===== src/rtl/fetch_sequencer.sv =====
// rtl/fetch_sequencer.sv - MIPS32 instruction fetch and PC sequencing
// Optional macro FETCH_TIMEOUT_EN adds a fetch watchdog with a sticky error and HALT state.
module fetch_sequencer #(
  parameter logic [31:0] RESET_PC       = 32'h0000_0000,
  parameter int          TIMEOUT_CYCLES = 16
) (
  input  logic        clk,
  input  logic        reset,
  output logic        imem_req,
  output logic [31:0] imem_addr,
  input  logic        imem_ack,
  input  logic [31:0] imem_rdata,
  output logic [31:0] instr,
  output logic [5:0]  opcode,
  output logic        instr_valid,
  input  logic        ex_done,
  input  logic        Branch,
  input  logic        Brchne,
  input  logic        Jump,
  input  logic        Jal,
  input  logic        zero,
  output logic [31:0] pc,
  output logic [31:0] link_addr,
  output logic        fetch_err
);

  typedef enum logic [1:0] {IDLE, FETCH, ISSUE, HALT} state_t;

  state_t      state, state_nx;
  logic [31:0] pc4;
  logic [31:0] br_off;
  logic [31:0] next_pc;
  logic        timeout_hit;

  // jal only matters to the register-file write port; link_addr serves it here
  logic unused_jal;
  assign unused_jal = Jal;

  assign pc4         = pc + 32'd4;
  assign br_off      = {{14{instr[15]}}, instr[15:0], 2'b00};
  assign imem_req    = (state == FETCH);
  assign imem_addr   = pc;
  assign instr_valid = (state == ISSUE);
  assign opcode      = instr[31:26];
  assign link_addr   = pc4;

  // Jump is tested first so X on the branch strobes cannot leak into the result
  always_comb begin
    next_pc = pc4;
    if (Jump) begin
      next_pc = {pc4[31:28], instr[25:0], 2'b00};
    end else if ((Branch && zero) || (Brchne && !zero)) begin
      next_pc = pc4 + br_off;
    end
  end

`ifdef FETCH_TIMEOUT_EN
  localparam int CW = $clog2(TIMEOUT_CYCLES + 1);

  logic [CW-1:0] to_cnt;

  assign timeout_hit = (state == FETCH) && !imem_ack && (to_cnt == CW'(TIMEOUT_CYCLES - 1));

  // counter idles at zero outside FETCH, so every FETCH entry starts a fresh window
  always_ff @(posedge clk or posedge reset) begin
    if (reset) begin
      to_cnt    <= '0;
      fetch_err <= 1'b0;
    end else begin
      if (state == FETCH && !imem_ack) begin
        to_cnt <= to_cnt + 1'b1;
      end else begin
        to_cnt <= '0;
      end
      if (timeout_hit) begin
        fetch_err <= 1'b1;
      end
    end
  end
`else
  localparam int unused_timeout = TIMEOUT_CYCLES;

  assign timeout_hit = 1'b0;
  assign fetch_err   = 1'b0;
`endif

  always_ff @(posedge clk or posedge reset) begin
    if (reset) begin
      state <= IDLE;
    end else begin
      state <= state_nx;
    end
  end

  always_comb begin
    state_nx = state;
    case (state)
      IDLE:  state_nx = FETCH;
      FETCH: begin
        if (imem_ack) begin
          state_nx = ISSUE;
        end else if (timeout_hit) begin
          state_nx = HALT;
        end
      end
      ISSUE: begin
        if (ex_done) begin
          state_nx = FETCH;
        end
      end
      HALT:    state_nx = HALT;
      default: state_nx = IDLE;
    endcase
  end

  always_ff @(posedge clk or posedge reset) begin
    if (reset) begin
      pc    <= RESET_PC;
      instr <= 32'd0;
    end else begin
      if (state == FETCH && imem_ack) begin
        instr <= imem_rdata;
      end
      if (state == ISSUE && ex_done) begin
        pc <= {next_pc[31:2], 2'b00};
      end
    end
  end

endmodule


===== config.mk =====
export PLATFORM = sky130hd
export DESIGN_NAME = fetch_sequencer
export DESIGN_NICKNAME = d
export VERILOG_FILES = /design/src/rtl/fetch_sequencer.sv
export SDC_FILE = /design/constraint.sdc
export NUM_CORES = 1
export LEC_CHECK = 0
export CAP_MARGIN = 0
export CORE_MARGIN = 2
export CORE_UTILIZATION = 46
export DETAILED_ROUTE_END_ITERATION = 8
export MAX_ROUTING_LAYER = met4
export PLACE_DENSITY = 0.81
export SLEW_MARGIN = 20
export SYNTH_ARGS = -nofsm -noshare
export SYNTH_HDL_FRONTEND = slang
export SYNTH_SLANG_ARGS = --single-unit

===== constraint.sdc =====
create_clock -name clk -period 4.8 [get_ports clk]
set_input_delay 0.96 -clock clk [delete_from_list [all_inputs] [get_ports clk]]
set_output_delay 0.96 -clock clk [all_outputs]
set_load 0.005 [all_outputs]

==> impl_metrics.yaml, run 1 <==
routing:
  num_vias: 4894
  wl_mm: 15.5
  wl_per_cell_um: 18.0
  drt_first_pass_iters: 5
  drt_iter0_drc: 254
  detail-route-antenna-nets: 0
  routed_via_density: 5.70
  route.detailed.drc: 0
global_route:
  grt_antenna_before_repair: 0
  grt_pass1_vias: 4722
  grt_max_degree: 44
  grt-ovfl-total: 0
  grt_usage_pct: 26.9
  grt_pass1_wl_mm: 24.1
sta:
  hold_violations: 0
  fin_crit_sh_pct: 92.3
  layout_setup_ws_ns: 0.371
  skew_ns: 0.00847
  relSlewSlack_pct: 35.5
  drv_slew: 0
  timing.hold.ws_ns: 0.540
  finalCriticalPeriod_ns: 4.43
  fmax_mhz: 226
  worst_pin_slew_ns: 0.968
  finalSetupViolations: 0
  rsz0062_at_grt: "false"
  fin_setup_tns_ns: 0
placed_design:
  hpwl_mm: 11.5
  place.gp.congestion: 0.870
  pre_cts_ws_ns: 0.448
  port_buffers: 169
  placed_area_um2: 6690
yosys:
  synthFlopType: "dfrtp_1"
  synth_edf_count: 0
  synth_warnings: 0
  synth-seq-area-share_pct: 31.2
  ys_types: 55
  ys_ff_latch: 64
  synth_top_cell_by_area: "dfrtp_1"
  netlist_area_um2: 5130
  syn_inst: 581
  yosysTopAreaCellShare_pct: 31.2
  yosys-top-cells-area: "dfrtp_1 (31%), ha_1 (8.8%), mux2_2 (7.5%)"
  async_flop_share_pct: 100
  syn_area_per_cell_um2: 8.84
worst_hold_path:
  hold_path.class: "reg -> reg"
clock_tree:
  clk_latency_ns: 0.36
  clock_path_buffers: 2
  tritoncts: "built"
  cts_setup_buffers: 0
  h-tree-depth: 3
  cts_buffers: 9
  clock_sinks: 64
  clkTransAtPathRegs_ns: 0.08
  cts_root_buf: "clkbuf_8"
  cts_resized: 0
  hold_buffers: 0
critical_path:
  worstPathArrival_ns: 4.70
  endpoint_kind: "flop"
  crit_chain: "ha_1 -> nand3_1 -> nor2_1 -> and3_1 -> xor2_1 -> ha_1 -> and3_1 -> and3_1 -> o2111ai_1 -> a311oi_2 -> a31oi_1 -> o21ai_1 -> xor2_1 -> and3_1 -> o31ai_2"
  reg2reg_depth: 15
  regToRegSetupSlack_ns: 0.37
  path_common_cell: "and3_1"
  start_kind: "flop"
  crit_type: "reg -> reg"
  max_stage_delay_ns: 0.50
  critPathSlowestCell: "a311oi_2"
  critPathRequiredTime_ns: 5.07
  regToRegEndpoint: "imem_addr[31]"
  crit_fanout: 7
  critPathCapture: "imem_addr[31]"
  crit_start: "imem_addr[2]"
  r2r-start: "imem_addr[2]"
pwr:
  swShare_pct: 42.8
  ir_drop_v: 0.000304
  leakage_nw: 2.98
  p_clk_share_pct: 9.6
  p_int_mw: 2.64
  switching_power_mw: 1.97
  p_seq_share_pct: 25.1
  p_comb_share_pct: 65.3
  power_mw: 4.61
  p_per_area_nw_per_um2: 671
finish:
  fin_area_um2: 6870
  layout_common_cells: "clkdlybuf4s50_1 (169), dfrtp_1 (64), nand2_1 (53), o21ai_0 (43), a21oi_1 (40)"
  area_growth_pct: 33.8
  num_antenna_cells: 0
  mostFrequentLayoutCell: "clkdlybuf4s50_1"
  nNetsFinal: 791
  drive_above_1_share_pct: 8.77
flow_run:
  drv_cap: 0
floorplan:
  die_h_um: 110
  rows: 38
  fp.dieW_um: 110
  io_pins: 178
  fp.dieArea_um2: 12000
  core_area_um2: 10900
  start_util_pct: 47.2
status:
  outcome: "finished clean"
-- cells by family after synthesis --
family / synth area share (%)
AO/OA/AOI/OAI: 19.2
XOR/XNOR: 8.70
adder cells (fa/ha/maj): 9.16
buffers and inverters: 8.63
flip-flops: 31.2
multiplexers: 8.24
other: 0.0730
AND/OR/NAND/NOR: 14.8
-- how the worst min path moves through the flow --
stage	slack (ns)	startpoint	to	depth (start not counted)
floorplan	0.50	state[1]	state[1]	2
global placement	0.52	state[1]	state[1]	2
detailed placement	0.53	instr[27]	instr[27]	1
CTS	0.55	instr[27]	instr[27]	1
global route	0.57	instr[23]	instr[23]	1
finish	0.54	instr[23]	instr[23]	1
-- cell usage after synthesis, drive strengths merged (2+ instances only) --
cell type,count
mux2,34
mux2i,4
o221ai,3
and3,12
inv,14
ha,36
nand4,12
o31ai,3
nor3b,2
nand2,53
a311oi,2
nor3,7
xor2,22
a22oi,3
or3,2
o21ai,46
and2,2
a221oi,2
o211ai,5
nand2b,4
a221o,2
a211oi,7
dfrtp,64
o21a,4
a21o,11
a21oi,41
a31oi,6
o22ai,3
o21bai,8
and4,5
clkbuf,15
nor2b,4
nor2,36
xnor2,29
buf,46
nand3,18
-- metal layers --
layer	GRT usage (%)	wire length (µm)
met4	9.49	269
met1	35.4	6790
met5	-	0
met2	42.0	7310
met3	4.27	1110
-- flip-flops by register name, indices dropped and copies added (netlist names) --
name / flops
state: 2
instr: 32
imem_addr: 30
-- worst max-delay path: cells and delay by family, from the launching register on --
| kind | cells | cell delay, ns |
|---|---|---|
| simple gates | 6 | 1.57 |
| compound gates | 5 | 1.41 |
| flops | 1 | 0.48 |
| fa+ha+maj | 2 | 0.47 |
| xor+xnor | 2 | 0.39 |
-- area by class of cell --
cell class,count,area [µm²]
well taps,140,175
clock inverters,7,56.3
multi-input cells,448,3120
fillers,947,4020
repair buffers,176,1740
inverters,14,52.6
clock buffers,9,124
flip-flops and latches,64,1600
-- power by group through the flow --
stage / Clock (mW) / Combinational [mW] / Sequential, mW
after floorplan: 0 / 1.77 / 1.08
after global placement: 0 / 2.92 / 1.14
after detailed placement: 0 / 2.97 / 1.16
after CTS: 0.449 / 3.00 / 1.15
after global routing: 0.467 / 3.29 / 1.20
final: 0.441 / 3.01 / 1.16
-- through the flow --
step / util, % / instances
floorplan: - / 587
global placement: 61.4 / 842
detailed placement: 61.4 / 842
CTS: 63.1 / 858
global route: 63.1 / 858
finish: 63.1 / 858
Power figures use the tool's default switching activity.
==> run 2, diff against run 1 <==
--- a/config.mk
+++ b/config.mk
@@ -8,10 +8,11 @@
 export CAP_MARGIN = 0
 export CORE_MARGIN = 2
 export CORE_UTILIZATION = 46
+export CTS_CLUSTER_DIAMETER = 150
 export DETAILED_ROUTE_END_ITERATION = 8
 export MAX_ROUTING_LAYER = met4
 export PLACE_DENSITY = 0.81
-export SLEW_MARGIN = 20
+export SKIP_CTS_REPAIR_TIMING = 1
 export SYNTH_ARGS = -nofsm -noshare
 export SYNTH_HDL_FRONTEND = slang
 export SYNTH_SLANG_ARGS = --single-unit
==> results of run 2 <==
Final layout, timing and power as in run 1 (identical DEF).
==> run 3, diff against run 2 <==
--- a/config.mk
+++ b/config.mk
@@ -10,6 +10,7 @@
 export CORE_UTILIZATION = 46
 export CTS_CLUSTER_DIAMETER = 150
 export DETAILED_ROUTE_END_ITERATION = 8
+export GPL_TIMING_DRIVEN = 0
 export MAX_ROUTING_LAYER = met4
 export PLACE_DENSITY = 0.81
 export SKIP_CTS_REPAIR_TIMING = 1
==> run 3 against run 2 <==
Compared with the run above:
- die area is the same
- critical path depth is the same
- register-to-register slack lost 0.06 ns
==> impl_metrics.yaml, run 3 (synthesis gave the netlist of run 1 again) <==
critical_path:
  path_delay_family: "compound AO/OA/AOI/OAI gates"
  critPathRequiredTime_ns: 5.08
  start_kind: "flop"
  regToRegSetupSlack_ns: 0.31
  reg2reg_depth: 15
  worstPathArrival_ns: 4.77
  r2r-start: "imem_addr[2]"
  critPathSlowestCell: "a311oi_2"
  crit_buf_inv: 0
  crit_chain: "ha_1 -> nand3_1 -> nor2_4 -> and3_1 -> xor2_1 -> ha_1 -> and3_1 -> and3_1 -> o2111ai_1 -> a311oi_2 -> a31oi_1 -> o21ai_1 -> xor2_1 -> and3_1 -> o31ai_2"
  regToRegEndpoint: "imem_addr[31]"
  endpoint_kind: "flop"
  path_common_cell: "and3_1"
  crit_type: "reg -> reg"
  critPathCapture: "imem_addr[31]"
  crit_start: "imem_addr[2]"
  worst-path-stages: 15
  crit_fanout: 7
  max_stage_delay_ns: 0.51
status:
  outcome: "finished clean"
placed_design:
  place.gp.congestion: 0.904
  pre_cts_ws_ns: 0.201
  placed_area_um2: 7030
  port_buffers: 168
  hpwl_mm: 13.0
clock_tree:
  clkTransAtPathRegs_ns: 0.08
  h-tree-depth: 3
  cts_root_buf: "clkbuf_8"
  tritoncts: "built"
  clk_latency_ns: 0.36
  cts_buffers: 9
  clock_path_buffers: 2
  clock_sinks: 64
global_route:
  grt_antenna_before_repair: 0
  grt_usage_pct: 30.1
  grt_pass1_wl_mm: 26.8
  grt_pass1_vias: 5091
  grt-ovfl-total: 0
  grt_max_degree: 42
sta:
  drv_slew: 0
  fin_setup_tns_ns: 0
  fin_crit_sh_pct: 93.5
  worst_pin_slew_ns: 0.951
  finalCriticalPeriod_ns: 4.49
  hold_violations: 0
  finalSetupViolations: 0
  relSlewSlack_pct: 36.6
  timing.hold.ws_ns: 0.541
  layout_setup_ws_ns: 0.312
  skew_ns: 0.00875
  fmax_mhz: 223
  rsz0062_at_grt: "false"
finish:
  utilization_pct: 66.9
  area_growth_pct: 41.9
  nNetsFinal: 845
  fill_cells: 875
  max_flop_register: "instr"
  layout_common_cells: "clkdlybuf4s50_1 (168), dfrtp_1 (64), nand2_1 (53), o21ai_0 (43), buf_4 (43)"
  fin_area_um2: 7290
  mostFrequentLayoutCell: "clkdlybuf4s50_1"
  num_antenna_cells: 0
  largest_reg_flops: 32
  drive_above_1_share_pct: 13.0
routing:
  detail-route-antenna-nets: 0
  drt_first_pass_iters: 5
  wl_mm: 17.1
  routed_via_density: 5.73
  drt_iter0_drc: 419
  route.detailed.drc: 0
  wl_per_cell_um: 18.8
  num_vias: 5224
floorplan:
  die_h_um: 110
  fp.dieArea_um2: 12000
  rows: 38
  fp.dieW_um: 110
  start_util_pct: 47.2
  io_pins: 178
  core_area_um2: 10900
worst_hold_path:
  hold_path.class: "reg -> reg"
flow_run:
  drv_cap: 0
pwr:
  leakage_nw: 3.22
  p_per_area_nw_per_um2: 682
  ir_drop_v: 0.000366
==> run 3: layer usage <==
layer	global-route usage (%)	routed length (µm)	share of wire, %
met5	-	0	0
met4	9.31	292	1.7
met3	5.69	1300	7.6
met2	46.7	8030	47
met1	39.9	7520	44
==> run 3: stage by stage <==
step                      instances  total power [mW]
after floorplan                 587              2.85
after global placement          895              4.26
after detailed placement        896              4.33
after CTS                       912              4.94
after global routing            912              5.32
final                           912              4.97
==> run 3: final cells by class <==
type	instances	area, µm²	share of cell area [%]
plain buffers	61	390	5.36
clock buffers	9	124	1.70
clock inverters	7	120	1.65
inverters	14	52.6	0.721
multi-input cells	448	3120	42.8
flip-flops and latches	64	1600	22.0
well taps	140	175	2.40
repair buffers	169	1700	23.4
==> run 3: worst min path at each step <==
stage	startpoint	endpoint	slack, ns	cells after the start
2_1_floorplan	state[1]	state[1]	0.50	2
3_3_place_gp	instr[21]	instr[21]	0.52	1
3_5_place_dp	instr[26]	instr[26]	0.53	1
4_1_cts	instr[26]	instr[26]	0.55	1
5_1_grt	instr[26]	instr[26]	0.56	1
6_report	instr[26]	instr[26]	0.54	1
==> run 3: report_power, final <==
group          total [mW]  leakage (nW)  internal, mW  switching [mW]
clock network       0.589         0.119         0.346           0.243
registers            1.17         0.805         0.775           0.391
logic                3.22          2.30          1.82            1.40
total                4.97          3.22          2.94            2.03
